<file path="config.mk">
export PLATFORM = sky130hd
export DESIGN_NAME = elm_hidden_mac
export DESIGN_NICKNAME = d
export VERILOG_FILES = /design/src/rtl/elm_pkg.sv /design/src/rtl/elm_sat_shift.sv /design/src/rtl/elm_hidden_mac.sv
export SDC_FILE = /design/constraint.sdc
export NUM_CORES = 1
export LEC_CHECK = 0
export ABC_AREA = 1
export ABC_CLOCK_PERIOD_IN_PS = 2000
export CAP_MARGIN = 40
export CORE_UTILIZATION = 57
export CTS_BUF_LIST = sky130_fd_sc_hd__clkbuf_16
export CTS_CLUSTER_SIZE = 12
export DETAILED_ROUTE_END_ITERATION = 12
export PLACE_DENSITY = 0.9
export SYNTH_ARGS = -nofsm -noshare
export SYNTH_HDL_FRONTEND = slang
export SYNTH_SLANG_ARGS = --single-unit
</file>
<file path="constraint.sdc">
create_clock -name clk -period 2 [get_ports clk]
set_input_delay 0.3 -clock clk [delete_from_list [all_inputs] [get_ports clk]]
set_output_delay 0.3 -clock clk [all_outputs]
set_load 0.05 [all_outputs]
</file>
<file path="src/rtl/elm_pkg.sv">
// Shared constants and FSM state encoding for the ELM hidden-layer MAC engine.
package elm_pkg;

  localparam int unsigned N_IN  = 784;
  localparam int unsigned N_HID = 64;
  localparam int unsigned PIX_W = 8;
  localparam int unsigned W_W   = 16;
  localparam int unsigned ACC_W = 40;
  localparam int unsigned SHIFT = 12;
  localparam int unsigned OUT_W = 16;

  typedef enum logic [2:0] {
    ST_IDLE,
    ST_ACC,
    ST_DRAIN,
    ST_ACT,
    ST_OUT
  } hmac_state_t;

endpackage

</file>
<file path="src/rtl/elm_sat_shift.sv">
// Arithmetic right shift of the accumulator followed by saturation to OUT_W bits.
// HMAC_RELU_EN: clamp negative results to zero (ReLU); otherwise linear activation.
module elm_sat_shift #(
  parameter int unsigned ACC_W = 40,
  parameter int unsigned SHIFT = 12,
  parameter int unsigned OUT_W = 16
) (
  input  logic signed [ACC_W-1:0] i_acc,
  output logic signed [OUT_W-1:0] o_act
);

  localparam logic signed [ACC_W-1:0] MAXV = {{(ACC_W-OUT_W+1){1'b0}}, {(OUT_W-1){1'b1}}};
  localparam logic signed [ACC_W-1:0] MINV = {{(ACC_W-OUT_W+1){1'b1}}, {(OUT_W-1){1'b0}}};

  logic signed [ACC_W-1:0] w_s;

  assign w_s = i_acc >>> SHIFT;

  always_comb begin
    if (w_s > MAXV) begin
      o_act = MAXV[OUT_W-1:0];
    end else if (w_s < MINV) begin
      o_act = MINV[OUT_W-1:0];
    end else begin
      o_act = w_s[OUT_W-1:0];
    end
`ifdef HMAC_RELU_EN
    if (w_s[ACC_W-1]) begin
      o_act = '0;
    end
`else
`endif
  end

endmodule

</file>
<file path="src/rtl/elm_hidden_mac.sv">
// ELM hidden-layer MAC: streams N_IN pixels x generator weights per neuron, then scales,
// saturates and activates each sum. Optional ReLU activation via HMAC_RELU_EN.
module elm_hidden_mac #(
  parameter int unsigned N_IN  = elm_pkg::N_IN,
  parameter int unsigned N_HID = elm_pkg::N_HID,
  parameter int unsigned PIX_W = elm_pkg::PIX_W,
  parameter int unsigned W_W   = elm_pkg::W_W,
  parameter int unsigned ACC_W = elm_pkg::ACC_W,
  parameter int unsigned SHIFT = elm_pkg::SHIFT,
  parameter int unsigned OUT_W = elm_pkg::OUT_W
) (
  input  logic                       clk,
  input  logic                       rst_n,
  input  logic                       start,
  input  logic                       pix_valid,
  input  logic [PIX_W-1:0]           pix_data,
  output logic                       pix_ready,
  input  logic signed [W_W-1:0]      wgt_data,
  output logic                       wgt_adv,
  output logic                       h_valid,
  output logic signed [OUT_W-1:0]    h_data,
  output logic [$clog2(N_HID)-1:0]   h_idx,
  input  logic                       h_ready,
  output logic                       busy,
  output logic                       done
);

  import elm_pkg::*;

  localparam int unsigned HIDX_W = $clog2(N_HID);
  localparam int unsigned CNT_W  = $clog2(N_IN);
  localparam int unsigned PRD_W  = PIX_W + W_W + 1;

  if (ACC_W < PIX_W + W_W + $clog2(N_IN) + 1) begin : g_acc_w_chk
    $error("elm_hidden_mac: ACC_W too narrow for N_IN products");
  end

  hmac_state_t r_state, w_state_nxt;

  logic [CNT_W-1:0]         r_cnt;
  logic [HIDX_W-1:0]        r_h_idx;
  logic signed [PRD_W-1:0]  r_prod;
  logic                     r_prod_vld;
  logic signed [ACC_W-1:0]  r_acc;
  logic signed [OUT_W-1:0]  r_h_data;
  logic                     r_done;

  logic                     w_accept;
  logic                     w_last_pix;
  logic                     w_hs;
  logic                     w_last_neuron;
  logic signed [PRD_W-1:0]  w_prod;
  logic signed [ACC_W-1:0]  w_prod_ext;
  logic signed [OUT_W-1:0]  w_act;

  assign pix_ready     = (r_state == ST_ACC);
  assign w_accept      = pix_ready & pix_valid;
  assign wgt_adv       = w_accept;
  assign w_last_pix    = (r_cnt == CNT_W'(N_IN - 1));
  assign h_valid       = (r_state == ST_OUT);
  assign w_hs          = h_valid & h_ready;
  assign w_last_neuron = (r_h_idx == HIDX_W'(N_HID - 1));
  assign busy          = (r_state != ST_IDLE);
  assign done          = r_done;
  assign h_data        = r_h_data;
  assign h_idx         = r_h_idx;

  // Pixel is zero-extended so the product stays a signed multiply.
  assign w_prod     = $signed({1'b0, pix_data}) * $signed(wgt_data);
  assign w_prod_ext = {{(ACC_W-PRD_W){r_prod[PRD_W-1]}}, r_prod};

  elm_sat_shift #(
    .ACC_W (ACC_W),
    .SHIFT (SHIFT),
    .OUT_W (OUT_W)
  ) u_sat (
    .i_acc (r_acc),
    .o_act (w_act)
  );

  always_ff @(posedge clk or negedge rst_n) begin
    if (!rst_n) begin
      r_state <= ST_IDLE;
    end else begin
      r_state <= w_state_nxt;
    end
  end

  always_comb begin
    w_state_nxt = r_state;
    case (r_state)
      ST_IDLE:  if (start) w_state_nxt = ST_ACC;
      ST_ACC:   if (w_accept && w_last_pix) w_state_nxt = ST_DRAIN;
      ST_DRAIN: w_state_nxt = ST_ACT;
      ST_ACT:   w_state_nxt = ST_OUT;
      ST_OUT:   if (w_hs) w_state_nxt = w_last_neuron ? ST_IDLE : ST_ACC;
      default:  w_state_nxt = ST_IDLE;
    endcase
  end

  // The stage-2 add only fires in ACC/DRAIN, so the clears below never collide with it.
  always_ff @(posedge clk or negedge rst_n) begin
    if (!rst_n) begin
      r_cnt      <= '0;
      r_h_idx    <= '0;
      r_prod     <= '0;
      r_prod_vld <= 1'b0;
      r_acc      <= '0;
      r_h_data   <= '0;
      r_done     <= 1'b0;
    end else begin
      r_prod_vld <= w_accept;
      if (w_accept) begin
        r_prod <= w_prod;
      end
      if (r_prod_vld) begin
        r_acc <= r_acc + w_prod_ext;
      end
      r_done <= w_hs & w_last_neuron;
      case (r_state)
        ST_IDLE: begin
          if (start) begin
            r_cnt   <= '0;
            r_acc   <= '0;
            r_h_idx <= '0;
          end
        end
        ST_ACC: begin
          if (w_accept) begin
            r_cnt <= r_cnt + 1'b1;
          end
        end
        ST_ACT: begin
          r_h_data <= w_act;
        end
        ST_OUT: begin
          if (w_hs && !w_last_neuron) begin
            r_h_idx <= r_h_idx + 1'b1;
            r_acc   <= '0;
            r_cnt   <= '0;
          end
        end
        default: ;
      endcase
    end
  end

endmodule
</file>
==> results of run 1 <==
## cells by family after synthesis
family / synth area share (%)
flops: 20.5
fa+ha+maj: 25.8
xor+xnor: 2.19
simple gates: 27.6
buf+inv: 15.2
compound gates: 8.75
## metrics by stage
stage                     setup TNS [ps]  util (%)  instances  setup slack (ps)
after floorplan                   -34850         -       1830             -1960
after global placement            -51940      71.1       2300             -2560
after detailed placement          -55670      71.1       2300             -2710
after CTS                         -33540      79.4       2359             -1880
## routing by layer
layer	global-route usage [%]	GRT overflow
met2	94.0	119
met4	83.8	69
met5	37.7	0
met3	68.2	1
met1	80.4	2
## repair_timing
item	in CTS
buffers inserted	39
pin swaps	161
setup endpoints to repair	53
cloned	4
endpoints found under the hold margin	37
hold buffers	1
gates resized for setup	354
==> reports/results.txt, run 1 <==
Status = aborted with a tool error
Fail Step = global routing (5_1_grt)
First Err = [ERROR GRT-0232] Routing congestion too high. Check the congestion heatmap in the GUI.
Placer Congestion = 0.960
Largest area contributor in the netlist = dfrtp_1
IO Port Bufs = 55
Chip height = 150 um
Syn_area_per_cell = 6.79 sq um
Yosys reg bits = 102
Clock buffer depth = 2
Syn. warnings = 0
Yosys cell types = 46
Io pins = 56
Initial Util = 58.6%
Most used DFF post-synth = dfrtp_1
Top post-synthesis cells by area = dfrtp_1 21%, fa_1 17%, nand2_1 16%
GRT Overall Usage = 80.8%
Top cells by count, synth = 534 x nand2_1, 434 x inv_1, 139 x nor2_1, 103 x fa_1, 102 x dfrtp_1
Syn Nets = 2053
Post-synth ARST share = 100%
Worst EP kind = register data pin
Post-Syn Area = 12400 sq um
Root Buffer = clkbuf_16
Count leader, synth = nand2_1
Top cell type's share of synthesized area = 20.5%
HPWL after DPL = 28.5 mm
Syn Inst Count = 1830
Number of synthesized flops with an enable pin = 0
GRT worst endpoint = r_prod[23]$_DFFE_PN0P_/D
Largest net degree at the start of global routing = 41
TritonCTS buffer count = 9
Placed cell area = 15100 sq um
Clock Sink Count = 102
CTS HTree Levels = 3
Grt ovf = 191
Die W = 150 um
Sequential-to-total area share from yosys stat = 20.5%
# rows = 53
==> run 2: changes to the inputs <==
Settings changed: ABC_CLOCK_PERIOD_IN_PS 2000 to 2600, CORE_UTILIZATION 57 to 40, CTS_BUF_LIST sky130_fd_sc_hd__clkbuf_16 to unset, CTS_CLUSTER_SIZE 12 to unset, PLACE_DENSITY 0.9 to unset, PLACE_DENSITY_LB_ADDON set to 0.15.
Clock period 2 ns to 2.6 ns, I/O delays scaled along.
==> reports/results.txt, run 2 <==
Status = finished with violations (was aborted with a tool error)
Failing checks = setup timing
Final period util = 149%
Most used DFF post-synth = dfrtp_1 (unchanged)
Clk slew on worst S/H paths = 70 ps
CTS HTree Levels = 3 (unchanged)
Hold slack final = 490 ps
Pwr Density = 1300 nW/um^2
Top post-synthesis cells by area = dfrtp_1 21%, fa_1 17%, nand2_1 16% (unchanged)
Maximum vdd drop = 563 uV
GRT Overall Usage = 22.0%
Syn Inst Count = 1830 (unchanged)
Sequential-to-total area share from yosys stat = 20.5% (unchanged)
Routed wl met2 = 16.0 mm
Max FFs per register = 40
Vias = 11400
Core ar. = 30600 sq um
Clk pwr share = 6.8%
Flop-to-flop setup slack = 100 ps
Clock Sink Count = 102 (unchanged)
Net Sw Power = 10.8 mW
Routed Antenna Nets = 0
Slew margin rel. = 43.7%
# rows = 64 (was 53)
Worst path arrival time = 4120 ps
Grt ovf = 0
Tmin final = 3860 ps
Slew Limit Fails = 0
Initial DRC Count = 457
Placer Congestion = 0.891 (was 0.960)
Initial antenna violation count = 0
Layout Nets = 2209
TritonCTS buffer count = 9 (unchanged)
First-pass GRT wire length = 55.2 mm
Later-pin clock latency in the skew report = 380 ps
Finished Layout Cells = 2387
Yosys cell types = 46 (unchanged)
IO Port Bufs = 55 (unchanged)
Leading cell type in the layout, fill and taps excluded = nand2_1
Post-Syn Area = 12400 sq um (unchanged)
Syn. warnings = 0 (unchanged)
Met1 wire length = 15.2 mm
DIE AREA = 31800 sq um
Syn Nets = 2053 (unchanged)
Highest metal used = met4
Utilization after layout = 52.3%
FF-to-FF path depth = 15
Min-delay worst type = reg -> reg
Wire length per cell = 13.9 um
Switching share of power = 51.6%
Drt drc = 0
Io pins = 56 (unchanged)
Filler cell count = 3001
RSZ-0062 raised after global routing = yes
Max FO, Critical Path = 4
Tightest Pin Transition = 844 ps
Yosys reg bits = 102 (unchanged)
Top cells by count, synth = 534 x nand2_1, 434 x inv_1, 139 x nor2_1, 103 x fa_1, 102 x dfrtp_1 (unchanged)
Post-synth ARST share = 100% (unchanged)
Ratio of cells with drive above 1 in the final layout = 21.8%
Root Buffer = clkbuf_16 (unchanged)
Initial Util = 40.6% (was 58.6%)
Diode count = 0
Count leader, synth = nand2_1 (unchanged)
Final Setup Violations = 20
DR WL met3 = 963 um
Int Power = 10.1 mW
Chip height = 178 um (was 150 um)
Die W = 178 um (was 150 um)
Layout overhead on the synthesized area = 28.8%
Hold EP = h_data[15]
Comb pwr share = 79.9%
Number of synthesized flops with an enable pin = 0 (unchanged)
Top cell type's share of synthesized area = 20.5% (unchanged)
Number of max-cap violations = 0
Clock buffer depth = 2 (unchanged)
Largest area contributor in the netlist = dfrtp_1 (unchanged)
Worst Path Class, Setup = in -> reg
P_leak = 8.72 nW
FF-to-FF End = r_acc[24]
Vias in the first global route = 11400
Via density = 4.76
Clock Skews = 10.5 ps
Reg with most FFs = r_acc
Largest net degree at the start of global routing = 57
CTS tree = yes
Worst setup margin = -1260 ps
Startpoint Class = primary input
Post-Route WL = 33.2 mm
Reg power frac = 13.4%
Syn_area_per_cell = 6.79 sq um (unchanged)
CP Capture Type = flop
Hold Startpoint = h_data[15]
Reg2Reg Launch Point = r_prod[0]
Req. time, crit path = 2860 ps
Most frequent cells in the layout = 465 x nand2_1, 370 x inv_1, 129 x nor2_1, 101 x dfrtp_1, 95 x buf_4
F_max = 259 MHz
HPWL after DPL = 25.9 mm (was 28.5 mm)
Hold Path Cell Cnt = 2
Final Hold Viols = 0
Placed cell count = 2328 (was 2300)
Pre-antenna DRT Iters = 7
-- run 2: cell counts after synthesis --
Identical to the previous run, type by type.
-- run 2: timing repair --
item	4_1_cts	5_1_grt
setup buffers	32	11
cloned	5	0
hold endpoints to repair	24	0
endpoints found under the setup margin	21	22
resized for setup	206	132
pin swaps	111	120
hold buffers	1	0
-- run 2: cell families (layout without fill, tap and decap cells) --
logic type	after synthesis	after routing	synth area share (%)
xor+xnor	31	31	2.19
compound gates	192	192	8.75
fa+ha+maj	194	194	25.8
flops	102	102	20.5
buf+inv	490	651	15.2
simple gates	821	821	27.6
-- run 2: cell type report --
type	instances	area, sq um	share of cell area, %
repair buffers	197	1980	12.4
multi-input cells	1238	9020	56.4
flip-flops and latches	102	2550	16.0
inverters	438	1650	10.3
clock buffers	10	229	1.43
well taps	396	495	3.10
clock inverters	6	68.8	0.430
-- run 2: critical path, stage by stage --
cell	delay, ps
buf_12	110
buf_12	120
nand2_1	60
inv_2	40
fa_2	590
inv_4	70
fa_1	470
inv_1	50
fa_1	470
inv_1	50
fa_1	510
inv_2	50
ha_4	300
nand2_2	90
inv_2	100
nand3_2	100
nor2_2	190
nand3_4	120
nand3_2	90
nand2_1	50
nand3_1	60
nand2_1	50
-- run 2: per-layer routing --
metal,track usage (%),vias to the layer above
met5,0,-
met4,9.22,0
met3,1.81,58
met2,38.3,189
met1,28.1,5285
li1,-,5835
-- run 2: stage by stage --
stage	area [sq um]	power (mW)	setup WS, ps	TNS (ps)
final	16000	20.9	-1260	-20930
after global placement	14500	17.3	-2160	-39370
after floorplan	13100	13.2	-1450	-24120
after CTS	15600	20.0	-1310	-22860
after global routing	16000	23.0	-1430	-23740
after detailed placement	14500	17.4	-2200	-39970
-- run 2: power by group through the flow --
stage / logic [mW] / registers (mW) / clock network [mW]
finish: 16.7 / 2.79 / 1.41
global route: 18.6 / 2.88 / 1.50
detailed placement: 14.6 / 2.82 / 0
CTS: 15.7 / 2.79 / 1.45
floorplan: 10.1 / 3.08 / 0
global placement: 14.4 / 2.80 / 0
-- run 2: worst max-delay path by stage --
stage,depth (start not counted),start,slack (ps),to
final,22,pix_data[2],-1260,r_prod[23]
after CTS,23,pix_data[0],-1310,r_prod[23]
after global placement,20,pix_data[1],-2160,r_prod[23]
after floorplan,22,pix_data[4],-1450,r_prod[22]
after global routing,20,pix_data[2],-1430,r_prod[23]
after detailed placement,20,pix_data[1],-2200,r_prod[23]
(Power assumes the default switching activity.)
